`src/rtl/fetch_pkg.sv`:
```
// Shared types and constants for the instruction fetch front-end.
//   state_t       : request FSM states (RUN / WAIT / DROP)
//   fetch_entry_t : one buffered fetch, instruction plus its PC+4
package fetch_pkg;

  localparam int unsigned PC_W    = 32;
  localparam int unsigned INSTR_W = 32;

  localparam logic [INSTR_W-1:0] NOP_INSTR     = 32'h0000_0000;
  localparam logic [PC_W-1:0]    PC_STEP       = 32'd4;
  localparam logic [PC_W-1:0]    PC_ALIGN_MASK = 32'hFFFF_FFFC;

  typedef enum logic [1:0] {
    RUN  = 2'd0,
    WAIT = 2'd1,
    DROP = 2'd2
  } state_t;

  typedef struct packed {
    logic [INSTR_W-1:0] instr;
    logic [PC_W-1:0]    pc4;
  } fetch_entry_t;

endpackage

```
`src/rtl/fetch_queue_if.sv`:
```
// Fetch front-end bus: instruction-memory req/gnt/rvalid handshake,
// IF/ID head presentation with ID-side ready, and branch redirect.
//   master : the fetch queue (drives imem request and ID head)
//   slave  : the environment (memory, decoder, branch resolution)
interface fetch_queue_if;
  import fetch_pkg::*;

  logic               imem_req_o;
  logic [PC_W-1:0]    imem_addr_o;
  logic               imem_gnt_i;
  logic               imem_rvalid_i;
  logic [INSTR_W-1:0] imem_rdata_i;
  logic               id_valid_o;
  logic [INSTR_W-1:0] id_instr_o;
  logic [PC_W-1:0]    id_pc4_o;
  logic               id_ready_i;
  logic               redirect_i;
  logic [PC_W-1:0]    redirect_pc_i;

  modport master (
    output imem_req_o, imem_addr_o,
    input  imem_gnt_i, imem_rvalid_i, imem_rdata_i,
    output id_valid_o, id_instr_o, id_pc4_o,
    input  id_ready_i, redirect_i, redirect_pc_i
  );

  modport slave (
    input  imem_req_o, imem_addr_o,
    output imem_gnt_i, imem_rvalid_i, imem_rdata_i,
    input  id_valid_o, id_instr_o, id_pc4_o,
    output id_ready_i, redirect_i, redirect_pc_i
  );

endinterface

```
`src/rtl/fetch_fifo.sv`:
```
// Small circular buffer of fetched instructions.
//   clk_i, rst_n : clock, async active-low reset
//   push / wdata : write one entry at the tail
//   pop          : drop the head (ignored when empty)
//   flush        : empty the buffer and reset pointers (wins over push/pop)
//   head, count  : current head entry and occupancy 0..DEPTH
module fetch_fifo
  import fetch_pkg::*;
#(
  parameter  int unsigned DEPTH = 4,
  localparam int unsigned PTR_W = $clog2(DEPTH),
  localparam int unsigned CNT_W = $clog2(DEPTH) + 1
) (
  input  logic             clk_i,
  input  logic             rst_n,
  input  logic             push,
  input  logic             pop,
  input  logic             flush,
  input  fetch_entry_t     wdata,
  output fetch_entry_t     head,
  output logic [CNT_W-1:0] count
);

  fetch_entry_t     mem [DEPTH];
  logic [PTR_W-1:0] wr_ptr;
  logic [PTR_W-1:0] rd_ptr;
  logic             do_pop;

  assign do_pop = pop && (count != '0);
  assign head   = mem[rd_ptr];

  // Pointers and occupancy; DEPTH is a power of two so pointers wrap freely.
  always_ff @(posedge clk_i or negedge rst_n) begin
    if (!rst_n) begin
      wr_ptr <= '0;
      rd_ptr <= '0;
      count  <= '0;
    end else if (flush) begin
      wr_ptr <= '0;
      rd_ptr <= '0;
      count  <= '0;
    end else begin
      if (push)   wr_ptr <= wr_ptr + PTR_W'(1);
      if (do_pop) rd_ptr <= rd_ptr + PTR_W'(1);
      case ({push, do_pop})
        2'b10:   count <= count + CNT_W'(1);
        2'b01:   count <= count - CNT_W'(1);
        default: count <= count;
      endcase
    end
  end

  // Entry storage needs no reset: occupancy gates every read.
  always_ff @(posedge clk_i) begin
    if (push && !flush) mem[wr_ptr] <= wdata;
  end

endmodule

```
`src/rtl/fetch_queue.sv`:
```
// Instruction fetch front-end: owns the PC, issues one word fetch at a
// time, buffers responses with PC+4 for the IF/ID register, and handles
// ID stalls and branch redirects.
//   clk_i, rst_n : clock, async active-low reset
//   bus          : fetch_queue_if.master (imem handshake, ID head, redirect)
module fetch_queue
  import fetch_pkg::*;
#(
  parameter int unsigned     DEPTH    = 4,
  parameter logic [PC_W-1:0] RESET_PC = 32'h0000_0000
) (
  input logic           clk_i,
  input logic           rst_n,
  fetch_queue_if.master bus
);

  localparam int unsigned CNT_W = $clog2(DEPTH) + 1;

  state_t           state_q;
  state_t           state_d;
  logic [PC_W-1:0]  pc_q;
  logic [PC_W-1:0]  pc_d;
  logic             req;
  logic             push;
  logic             pop;
  logic             valid;
  logic [CNT_W-1:0] count;
  fetch_entry_t     head;
  fetch_entry_t     wdata;

  // A request is only issued with a free slot, which stays reserved
  // because occupancy can only fall while the response is pending.
  assign req   = rst_n && (state_q == RUN) && (count < CNT_W'(DEPTH)) && !bus.redirect_i;
  assign push  = (state_q == WAIT) && bus.imem_rvalid_i && !bus.redirect_i;
  assign pop   = valid && bus.id_ready_i && !bus.redirect_i;
  assign valid = (count != '0);
  assign wdata = '{instr: bus.imem_rdata_i, pc4: pc_q + PC_STEP};

  fetch_fifo #(.DEPTH(DEPTH)) u_fifo (
    .clk_i (clk_i),
    .rst_n (rst_n),
    .push  (push),
    .pop   (pop),
    .flush (bus.redirect_i),
    .wdata (wdata),
    .head  (head),
    .count (count)
  );

  // Next state and PC; a redirect overrides any PC advance.
  always_comb begin
    state_d = state_q;
    pc_d    = pc_q;

    if (bus.redirect_i) pc_d = bus.redirect_pc_i & PC_ALIGN_MASK;
    else if (push)      pc_d = pc_q + PC_STEP;

    case (state_q)
      RUN:  if (req && bus.imem_gnt_i) state_d = WAIT;
      // A same-cycle rvalid retires the pending fetch even under redirect.
      WAIT: begin
        if (bus.imem_rvalid_i)   state_d = RUN;
        else if (bus.redirect_i) state_d = DROP;
      end
      DROP: if (bus.imem_rvalid_i) state_d = RUN;
      default: state_d = RUN;
    endcase
  end

  always_ff @(posedge clk_i or negedge rst_n) begin
    if (!rst_n) begin
      state_q <= RUN;
      pc_q    <= RESET_PC;
    end else begin
      state_q <= state_d;
      pc_q    <= pc_d;
    end
  end

  assign bus.imem_req_o  = req;
  assign bus.imem_addr_o = pc_q;
  assign bus.id_valid_o  = valid;
  assign bus.id_instr_o  = valid ? head.instr : NOP_INSTR;
  assign bus.id_pc4_o    = valid ? head.pc4 : '0;

endmodule

```
`src/flat_wrapper.sv`:
```
// flat-port wrapper written by rule: the top's interface ports become plain ports
module fetch_queue_flat import fetch_pkg::*;
#(
  parameter int unsigned     DEPTH    = 4,
  parameter logic [PC_W-1:0] RESET_PC = 32'h0000_0000
)
  (clk_i, rst_n, bus_imem_req_o, bus_imem_addr_o, bus_imem_gnt_i, bus_imem_rvalid_i, bus_imem_rdata_i, bus_id_valid_o, bus_id_instr_o, bus_id_pc4_o, bus_id_ready_i, bus_redirect_i, bus_redirect_pc_i);
  fetch_queue_if bus_i ();
  input logic clk_i;
  input logic rst_n;
  output wire logic [$bits(bus_i.imem_req_o)-1:0] bus_imem_req_o;
  output wire logic [$bits(bus_i.imem_addr_o)-1:0] bus_imem_addr_o;
  input wire logic [$bits(bus_i.imem_gnt_i)-1:0] bus_imem_gnt_i;
  input wire logic [$bits(bus_i.imem_rvalid_i)-1:0] bus_imem_rvalid_i;
  input wire logic [$bits(bus_i.imem_rdata_i)-1:0] bus_imem_rdata_i;
  output wire logic [$bits(bus_i.id_valid_o)-1:0] bus_id_valid_o;
  output wire logic [$bits(bus_i.id_instr_o)-1:0] bus_id_instr_o;
  output wire logic [$bits(bus_i.id_pc4_o)-1:0] bus_id_pc4_o;
  input wire logic [$bits(bus_i.id_ready_i)-1:0] bus_id_ready_i;
  input wire logic [$bits(bus_i.redirect_i)-1:0] bus_redirect_i;
  input wire logic [$bits(bus_i.redirect_pc_i)-1:0] bus_redirect_pc_i;
  assign bus_imem_req_o = bus_i.imem_req_o;
  assign bus_imem_addr_o = bus_i.imem_addr_o;
  assign bus_i.imem_gnt_i = bus_imem_gnt_i;
  assign bus_i.imem_rvalid_i = bus_imem_rvalid_i;
  assign bus_i.imem_rdata_i = bus_imem_rdata_i;
  assign bus_id_valid_o = bus_i.id_valid_o;
  assign bus_id_instr_o = bus_i.id_instr_o;
  assign bus_id_pc4_o = bus_i.id_pc4_o;
  assign bus_i.id_ready_i = bus_id_ready_i;
  assign bus_i.redirect_i = bus_redirect_i;
  assign bus_i.redirect_pc_i = bus_redirect_pc_i;
  fetch_queue #(.DEPTH(DEPTH), .RESET_PC(RESET_PC)) u_core (.clk_i(clk_i), .rst_n(rst_n), .bus(bus_i));
endmodule
```
`config.mk`:
```
export PLATFORM = sky130hd
export DESIGN_NAME = fetch_queue_flat
export DESIGN_NICKNAME = d
export VERILOG_FILES = /design/src/rtl/fetch_pkg.sv /design/src/rtl/fetch_queue_if.sv /design/src/rtl/fetch_fifo.sv /design/src/rtl/fetch_queue.sv /design/src/flat_wrapper.sv
export SDC_FILE = /design/constraint.sdc
export NUM_CORES = 1
export LEC_CHECK = 0
export ABC_CLOCK_PERIOD_IN_PS = 3400
export CAP_MARGIN = 5
export CORE_UTILIZATION = 55
export DETAILED_ROUTE_END_ITERATION = 8
export GPL_TIMING_DRIVEN = 1
export PLACE_DENSITY = 0.84
export SETUP_SLACK_MARGIN = 0.1
export SLEW_MARGIN = 15
export SYNTH_ARGS = -nofsm -noshare
export SYNTH_HDL_FRONTEND = slang
export SYNTH_SLANG_ARGS = --single-unit
```
`constraint.sdc`:
```
create_clock -name clk_i -period 3.4 [get_ports clk_i]
set_input_delay 1.02 -clock clk_i [delete_from_list [all_inputs] [get_ports clk_i]]
set_output_delay 1.02 -clock clk_i [all_outputs]
set_load 0.05 [all_outputs]
```
Word level (Yosys, flattened, before mapping)
Memory sizes are Yosys's and may differ from the RTL's.
Index checks and enable logic that the tools add are counted.
{"block": "totals", "ram_bits": 256, "memories": 1, "latchBits": 0, "output_inout_bits": 98, "regBits": 41, "wordCells": 53, "romBits": 0}
{"name": "u_core.u_fifo.mem", "depth": 4, "width": 64, "rd": 1, "rd_clocked_by_memory_dff": 0, "write_ports": 1, "line_no": "fetch_fifo.sv:24", "source": "fetch_entry_t mem [DEPTH];"}
{"block": "classes", "multipliers": 0, "eq_ne": 7, "n_bitwise": 0, "n_addsub": 5, "shifts": 0, "n_reduce_logical": 17, "magnitude_cmp": 1, "n_mux": 17, "div": 0}
{"op": "$mux W32", "n": 4}
{"op": "$add A32 B3 Y32 const B", "n": 1}
{"op": "$mux W2", "n": 8}
{"op": "$logic_and A1 B1 Y1", "n": 10}
{"op": "$pmux W2 S3", "n": 1}
{"op": "$pmux W3 S2", "n": 1}
{"op": "$reduce_bool A3 Y1", "n": 2}
{"op": "$add A2 B1 Y2 const B", "n": 2}
{"op": "$eq A2 B1 Y1 const B", "n": 2}
{"op": "$eq A2 B2 Y1 const B", "n": 2}
{"op": "$ne A2 B2 Y1 const B", "n": 2}
{"op": "$reduce_bool A2 Y1", "n": 2}
{"op": "$add A3 B1 Y3 const B", "n": 1}
{"op": "$lt A3 B3 Y1 const B", "n": 1}
{"op": "$mux W3", "n": 1}
{"op": "$ne A3 B3 Y1 const B", "n": 1}
{"op": "$reduce_and A3 Y1", "n": 1}
{"op": "$sub A3 B1 Y3 const B", "n": 1}
{"op": "$logic_not A2 Y1", "n": 1}
{"op": "$mux W1", "n": 2}
{"op": "$logic_not A1 Y1", "n": 1}

Longest topological paths before layout
Gate-level depths: netlist of run 1.
{"block": "logic_depth", "word_depth": 7, "depth_mapped": 8, "mapped_depth_nobuf": 6}

Modules after synthesis
From an unflattened synthesis of run 1, not the netlist that was laid out.
{"block": "unflattened", "cells_unflattened": 755, "area_unflattened_um2": 12515.8}
{"module": "fetch_fifo", "seq_area_each_um2": 7862.5, "area_per_inst_um2": 9701.8, "cells_each": 390, "instances": 1}
{"module": "fetch_queue", "seq_area_each_um2": 800.8, "area_per_inst_um2": 2813.9, "cells_each": 365, "instances": 1}

Worst setup path after synthesis of run 1
OpenSTA, ideal clock, no wires.
{"block": "synth_timing", "kind": "input-to-reg", "start": "input bus_imem_rvalid_i", "end": "memory u_core.u_fifo.mem[0][10] in the netlist's numbering (enable)", "path_stages": 4, "arrival_time_ns": 3.277, "setup_time_ns": 0.427, "path_slack_ns": -0.304, "required_time_ns": 2.973, "path_cell_list": "and3b_1 clkbuf_1 clkbuf_1 and3_1"}
{"block": "synth_between", "elab_chain_len": 5}
{"item": "start: declaration", "line_no": "flat_wrapper.sv:14", "source": "input wire logic [$bits(bus_i.imem_rvalid_i)-1:0] bus_imem_rvalid_i;"}
{"item": "$logic_and A1 B1 Y1 (2 in series)", "line_no": "fetch_queue.sv:34", "source": "assign push = (state_q == WAIT) && bus.imem_rvalid_i && !bus.redirect_i;"}
{"item": "$logic_and A1 B1 Y1", "line_no": "fetch_fifo.sv:55", "source": "if (push && !flush) mem[wr_ptr] <= wdata;"}
{"item": "$mux W1", "line_no": "fetch_fifo.sv:55"}
{"item": "$mux W1 (implied by the code)", "line_no": "fetch_fifo.sv:55"}
{"item": "end: declaration", "line_no": "fetch_fifo.sv:24"}
No other way between the ends.

Worst setup path after layout of run 1
{"block": "layout_timing", "start": "register u_core.u_fifo.rd_ptr[0]", "end": "output bus_id_pc4_o[27]"}
{"block": "layout_between", "elab_chain_len": 2}
{"item": "start: declaration", "line_no": "fetch_fifo.sv:26", "source": "logic [PTR_W-1:0] rd_ptr;"}
{"item": "start signal: assignment", "line_no": "fetch_fifo.sv:44", "source": "if (do_pop) rd_ptr <= rd_ptr + PTR_W'(1);"}
{"item": "$mem_v2 Z4 W64"}
{"item": "$mux W32", "line_no": "fetch_queue.sv:84", "source": "assign bus.id_pc4_o = valid ? head.pc4 : '0;"}
{"item": "end: declaration", "line_no": "flat_wrapper.sv:18", "source": "output wire logic [$bits(bus_i.id_pc4_o)-1:0] bus_id_pc4_o;"}
No other way between the ends.

==> impl_metrics.toml, run 1 <==
[synth]
syn_inst = 749
ys.warnings.count = 0
synth_top_area_cell = "edfxtp_1"
ys_top_cells_by_area = "edfxtp_1 (61%), mux4_2 (11%), dfrtp_1 (8.0%)"
ys_ff_latch = 287
async_flop_share_pct = 13.6
yosys_most_used_dff = "edfxtp_1"
synthesis.area_sq_um = 12200
seq_area_frac_synth_pct = 68.9
yosysTopAreaCellShare_pct = 60.9
synth_edf_count = 248
synth.avg_cell_area_sq_um = 16.3
ys_types = 50

[timing]
clock_skew_ps = 30.1
clock.fmax_ghz = 0.308
worstMarginPinSlew_ps = 834
period_needed_ps = 3240
timing.setup.tns_ps = 0
whs_ps = 526
rsz0062_at_grt = "yes"
slew_headroom_pct = 43.9
setup_violations = 0
finalHoldViolations = 0
min_period_over_period_pct = 95.4
final_max_slew_viol_count = 0

[routing]
viasPerCell = 5.94
wire_per_inst_um = 21.8
first_pass_iters = 5
route.detailed.drc = 0
wirelength_um = 26600
vias = 7251
drt-initial-drc-count = 659
ant_nets = 0

[critical_path]
rr_worst_depth = 6
cp_data_arrival_time_ps = 2220
worstPathRequired_ps = 2380
critPathMaxFanout = 24
r2r_slack_ps = 770
cp-end-kind = "output port"
critPathKind = "flip-flop to output port"
startpoint_type = "flip-flop"

[clock_tree]
cts.sink_count = 287
ctsLongestPathBuffers = 3
clk_pin_slew_ps = 70
cts-root-buf = "clkbuf_16"
h-tree-depth = 1
cts_inserted_buffers = 28
cts_tree = "yes"
hold_buffers = 0
clk_latency_ps = 540

[floorplanning]
dieArea_sq_um = 22800
start_util_pct = 56.0
io_pins = 168
fp.dieH_um = 151
num_rows = 54
core_area_sq_um = 21800
die_w_um = 151

[placed_design]
dp_hpwl_um = 16700
port_buffers = 161
gp_routability_congestion = 0.866

[pwr]
p_leak_nw = 5.18
p_per_area_nw_per_um2 = 709
irDropWorstVdd_v = 0.000433

[finish]
num_antenna_cells = 0
utilization_pct = 70.0
fin_nets = 995
area_growth_pct = 25.0
fillers = 1416
final_cell_mix = "edfxtp_1 (248), clkdlybuf4s50_1 (96), buf_4 (79)"
register_area_sq_um = 8430
layout.cells.most_common = "edfxtp_1"
multi_input_area_sq_um = 3580
layout-drive-gt1-share_pct = 23.0

[job]
maxCapViolCount = 0

[hold_path]
hold_class = "flip-flop to flip-flop"
hold_depth = 1

[global_routing]
grt_pass1_wl_um = 40400
grt_util_all_layers_pct = 23.7
overflow = 0
grt_pass1_vias = 7251
grt_max_degree = 55
antenna_found_initial = 0

[outcome]
status = "finished, final reports clean"
==> flip-flops by register name, summed over array words and instances (netlist names) <==
signal	cells
u_core.state_q	2
u_core.bus.imem_addr_o	30
u_core.u_fifo.rd_ptr	2
u_core.u_fifo.count	3
u_core.u_fifo.wr_ptr	2
u_core.u_fifo.mem	248
==> worst max-delay path: stages, from the launching register on <==
cell	delay, ps
dfrtp_4	520
buf_12	250
mux4_2	560
and2_1	180
buf_4	180
==> Yosys cell counts (5+ instances only) <==
master,n
o21ai_0,15
a21oi_1,5
clkbuf_1,38
buf_2,11
nor2_1,35
ha_1,5
nor3_1,12
o31ai_1,10
xnor2_1,24
nand3_1,20
nand3b_1,5
dfrtp_1,39
nand4_1,17
nor4_1,6
edfxtp_1,248
and3_1,10
xor2_1,18
inv_1,5
nand2_1,33
mux4_2,62
or4_1,13
and2_1,64
a31oi_1,13
==> what timing repair did <==
item / CTS / global route
endpoints found under the hold margin: 0 / 0
cloned: 0 / 0
resized for setup: 1 / 0
setup buffers: 1 / 0
setup endpoints to repair: 57 / 31
==> final cells by class <==
| class | instances | area share, % |
|---|---|---|
| Sequential cell | 287 | 55.1 |
| Multi-Input combinational cell | 405 | 23.4 |
| Timing Repair Buffer | 191 | 12.2 |
| Clock buffer | 32 | 4.89 |
| Tap cell | 280 | 2.29 |
| Clock inverter | 20 | 1.95 |
| Inverter | 6 | 0.147 |
==> per-stage QoR <==
step                power (mW)  instance area, sq um  setup WS, ps  cells
floorplan                 6.43                 12200           376    752
CTS                       10.9                 15300           103   1221
finish                    10.8                 15300           158   1221
detailed placement        7.50                 14200           111   1168
global placement          7.45                 14200           234   1168
global route              11.2                 15300          53.5   1221
==> cells by family (layout without fill, tap and decap cells) <==
family | count (synthesis) | in the layout | synth area share (%)
flops | 287 | 287 | 68.9
simple gates | 236 | 236 | 11.0
mux | 63 | 63 | 11.5
buf+inv | 60 | 249 | 2.09
compound gates | 54 | 54 | 2.87
xor+xnor | 42 | 42 | 3.01
fa+ha+maj | 6 | 6 | 0.675
other cells | 1 | 4 | 0.0307
==> metal layers <==
metal / vias to the layer above / global-route usage, % / routed length (um)
met4: 0 / 6.10 / 425
met3: 39 / 3.55 / 1620
met5: - / 0 / 0
li1: 3263 / - / -
met2: 284 / 41.1 / 13800
met1: 3665 / 31.6 / 10800
==> power breakdown <==
group	switching [mW]	internal, mW	total [mW]
clock	1.30	2.11	3.42
sequential	0.136	3.93	4.06
combinational	2.14	1.22	3.35
==> path summary, 6_finish.rpt <==
| check | to | from |
|---|---|---|
| setup reg to reg | u_core.u_fifo.count[2] | u_core.u_fifo.count[1] |
| setup / recovery | bus_id_pc4_o[27] | u_core.u_fifo.rd_ptr[0] |
| hold reg to reg | u_core.state_q[0] | u_core.state_q[1] |
| hold / removal | u_core.state_q[0] | u_core.state_q[1] |
| min in group asynchronous | u_core.bus.imem_addr_o[21] | rst_n |
| max in group asynchronous | u_core.u_fifo.rd_ptr[0] | rst_n |
No activity file was read; power rests on OpenSTA's default activity.
==> run 2, diff against run 1 <==
--- a/config.mk
+++ b/config.mk
@@ -10,6 +10,7 @@
 export CORE_UTILIZATION = 55
 export DETAILED_ROUTE_END_ITERATION = 8
 export GPL_TIMING_DRIVEN = 1
+export MAX_ROUTING_LAYER = met4
 export PLACE_DENSITY = 0.84
 export SETUP_SLACK_MARGIN = 0.1
 export SLEW_MARGIN = 15
==> run 2 against run 1 <==
Sequential share of layout area unchanged. Combinational power about the same. Non-clock buffer count unchanged. Fmax barely moved. Register-to-register slack gained 20 ps. Count of clock-buffer cells in the layout unchanged. Via count rose by 0.37%. Worst setup slack better by 2.2 ps. Critical path type unchanged.
==> impl_metrics.toml, run 2 (synthesized netlist as in run 1, its figures left out) <==
[timing]
finalHoldViolations = 0
min_period_over_period_pct = 95.3
rsz0062_at_grt = "yes"
clock_skew_ps = 29.7
setup_slack_ps = 160
worstMarginPinSlew_ps = 831
setup_violations = 0
period_needed_ps = 3240
final_max_slew_viol_count = 0
slew_headroom_pct = 44.1
timing.setup.tns_ps = 0
clock.fmax_ghz = 0.309

[clock_tree]
cts_tree = "yes"
cts_inserted_buffers = 28
cts.sink_count = 287
ctsLongestPathBuffers = 3
cts-root-buf = "clkbuf_16"
hold_buffers = 0
h-tree-depth = 1
clk_pin_slew_ps = 70
clk_latency_ps = 550

[outcome]
status = "finished, final reports clean"

[global_routing]
grt_util_all_layers_pct = 24.5
grt_pass1_wl_um = 40400
grt_max_degree = 55
overflow = 0
grt_pass1_vias = 7241
antenna_found_initial = 0

[routing]
drt-initial-drc-count = 644
vias = 7278
wire_per_inst_um = 21.8
wirelength_um = 26600
first_pass_iters = 5
ant_nets = 0
route.detailed.drc = 0
viasPerCell = 5.96

[critical_path]
critPathMaxFanout = 24
rr_startpoint = "u_core.u_fifo.count[1]"
r2r_end = "u_core.u_fifo.count[2]"
r2r_slack_ps = 790
rr_worst_depth = 6
startpoint_type = "flip-flop"
critPathKind = "flip-flop to output port"
critPathLaunch = "u_core.u_fifo.rd_ptr[0]"
cp-end-kind = "output port"
worstPathRequired_ps = 2380
critPathCapture = "bus_id_pc4_o[27]"
cp_data_arrival_time_ps = 2220

[floorplanning]
io_pins = 168
start_util_pct = 56.0
fp.dieH_um = 151
core_area_sq_um = 21800
die_w_um = 151
dieArea_sq_um = 22800
num_rows = 54

[hold_path]
hold_class = "flip-flop to flip-flop"

[finish]
regMostFlops = "u_core.u_fifo.mem"
fin_nets = 995
area_growth_pct = 25.0
layout.cells.most_common = "edfxtp_1"
finalInstanceArea_sq_um = 15300
final_cell_mix = "edfxtp_1 (248), clkdlybuf4s50_1 (96), buf_4 (79)"
num_antenna_cells = 0
largest_reg_flops = 248
layout-drive-gt1-share_pct = 23.0
fillers = 1416

[placed_design]
gp_routability_congestion = 0.880
dpl_cell_area_sq_um = 14200
pre_cts_slack_ps = 111
dp_hpwl_um = 16700
port_buffers = 161

[pwr]
p_per_area_nw_per_um2 = 709
irDropWorstVdd_v = 0.000433
p_total_mw = 10.8
p_leak_nw = 5.18

[job]
maxCapViolCount = 0
run 2: cell counts in the layout (fill, tap and decap cells not counted):
Identical to the previous run, type by type.
run 2: where the power goes:
part,switching (mW),internal (mW),total [mW]
clock network,1.30,2.12,3.42
logic,2.14,1.22,3.35
registers,0.136,3.93,4.06
total,3.57,7.26,10.8
run 2: critical path, cell delays in order (launching register included):
cell	delay (ps)
dfrtp_4	520
buf_12	250
mux4_2	560
and2_1	180
buf_4	180
run 2: repair_timing:
item / in CTS / in global routing
setup buffers: 1 / 0
resized for setup: 1 / 0
endpoints found under the setup margin: 57 / 31
run 2: how the worst min path moves through the flow:
stage                            from           endpoint  cells after the start
floorplan           u_core.state_q[1]  u_core.state_q[0]                      1
global placement    u_core.state_q[1]  u_core.state_q[0]                      1
detailed placement  u_core.state_q[1]  u_core.state_q[0]                      1
CTS                 u_core.state_q[1]  u_core.state_q[0]                      1
global route        u_core.state_q[1]  u_core.state_q[0]                      1
finish              u_core.state_q[1]  u_core.state_q[0]                      1
run 2: stage by stage:
stage                     std cells  utilization [%]  hold slack (ps)
after floorplan                 752                -              480
after global placement         1168             65.2              514
after detailed placement       1168             65.2              524
after CTS                      1221             70.0              508
after global routing           1221             70.0              566
final                          1221             70.0              520
run 2: final cells by class:
cell class	instances	area [sq um]	share of cell area (%)
inverters	6	22.5	0.147
multi-input cells	405	3580	23.4
flip-flops and latches	287	8430	55.1
clock buffers	32	747	4.89
well taps	280	350	2.29
clock inverters	20	298	1.95
repair buffers	191	1860	12.2
run 2: metal layers:
metal	track usage [%]	wire length [um]
met5	-	0
met4	5.90	458
met3	3.37	1810
met2	41.2	13700
met1	31.8	10600
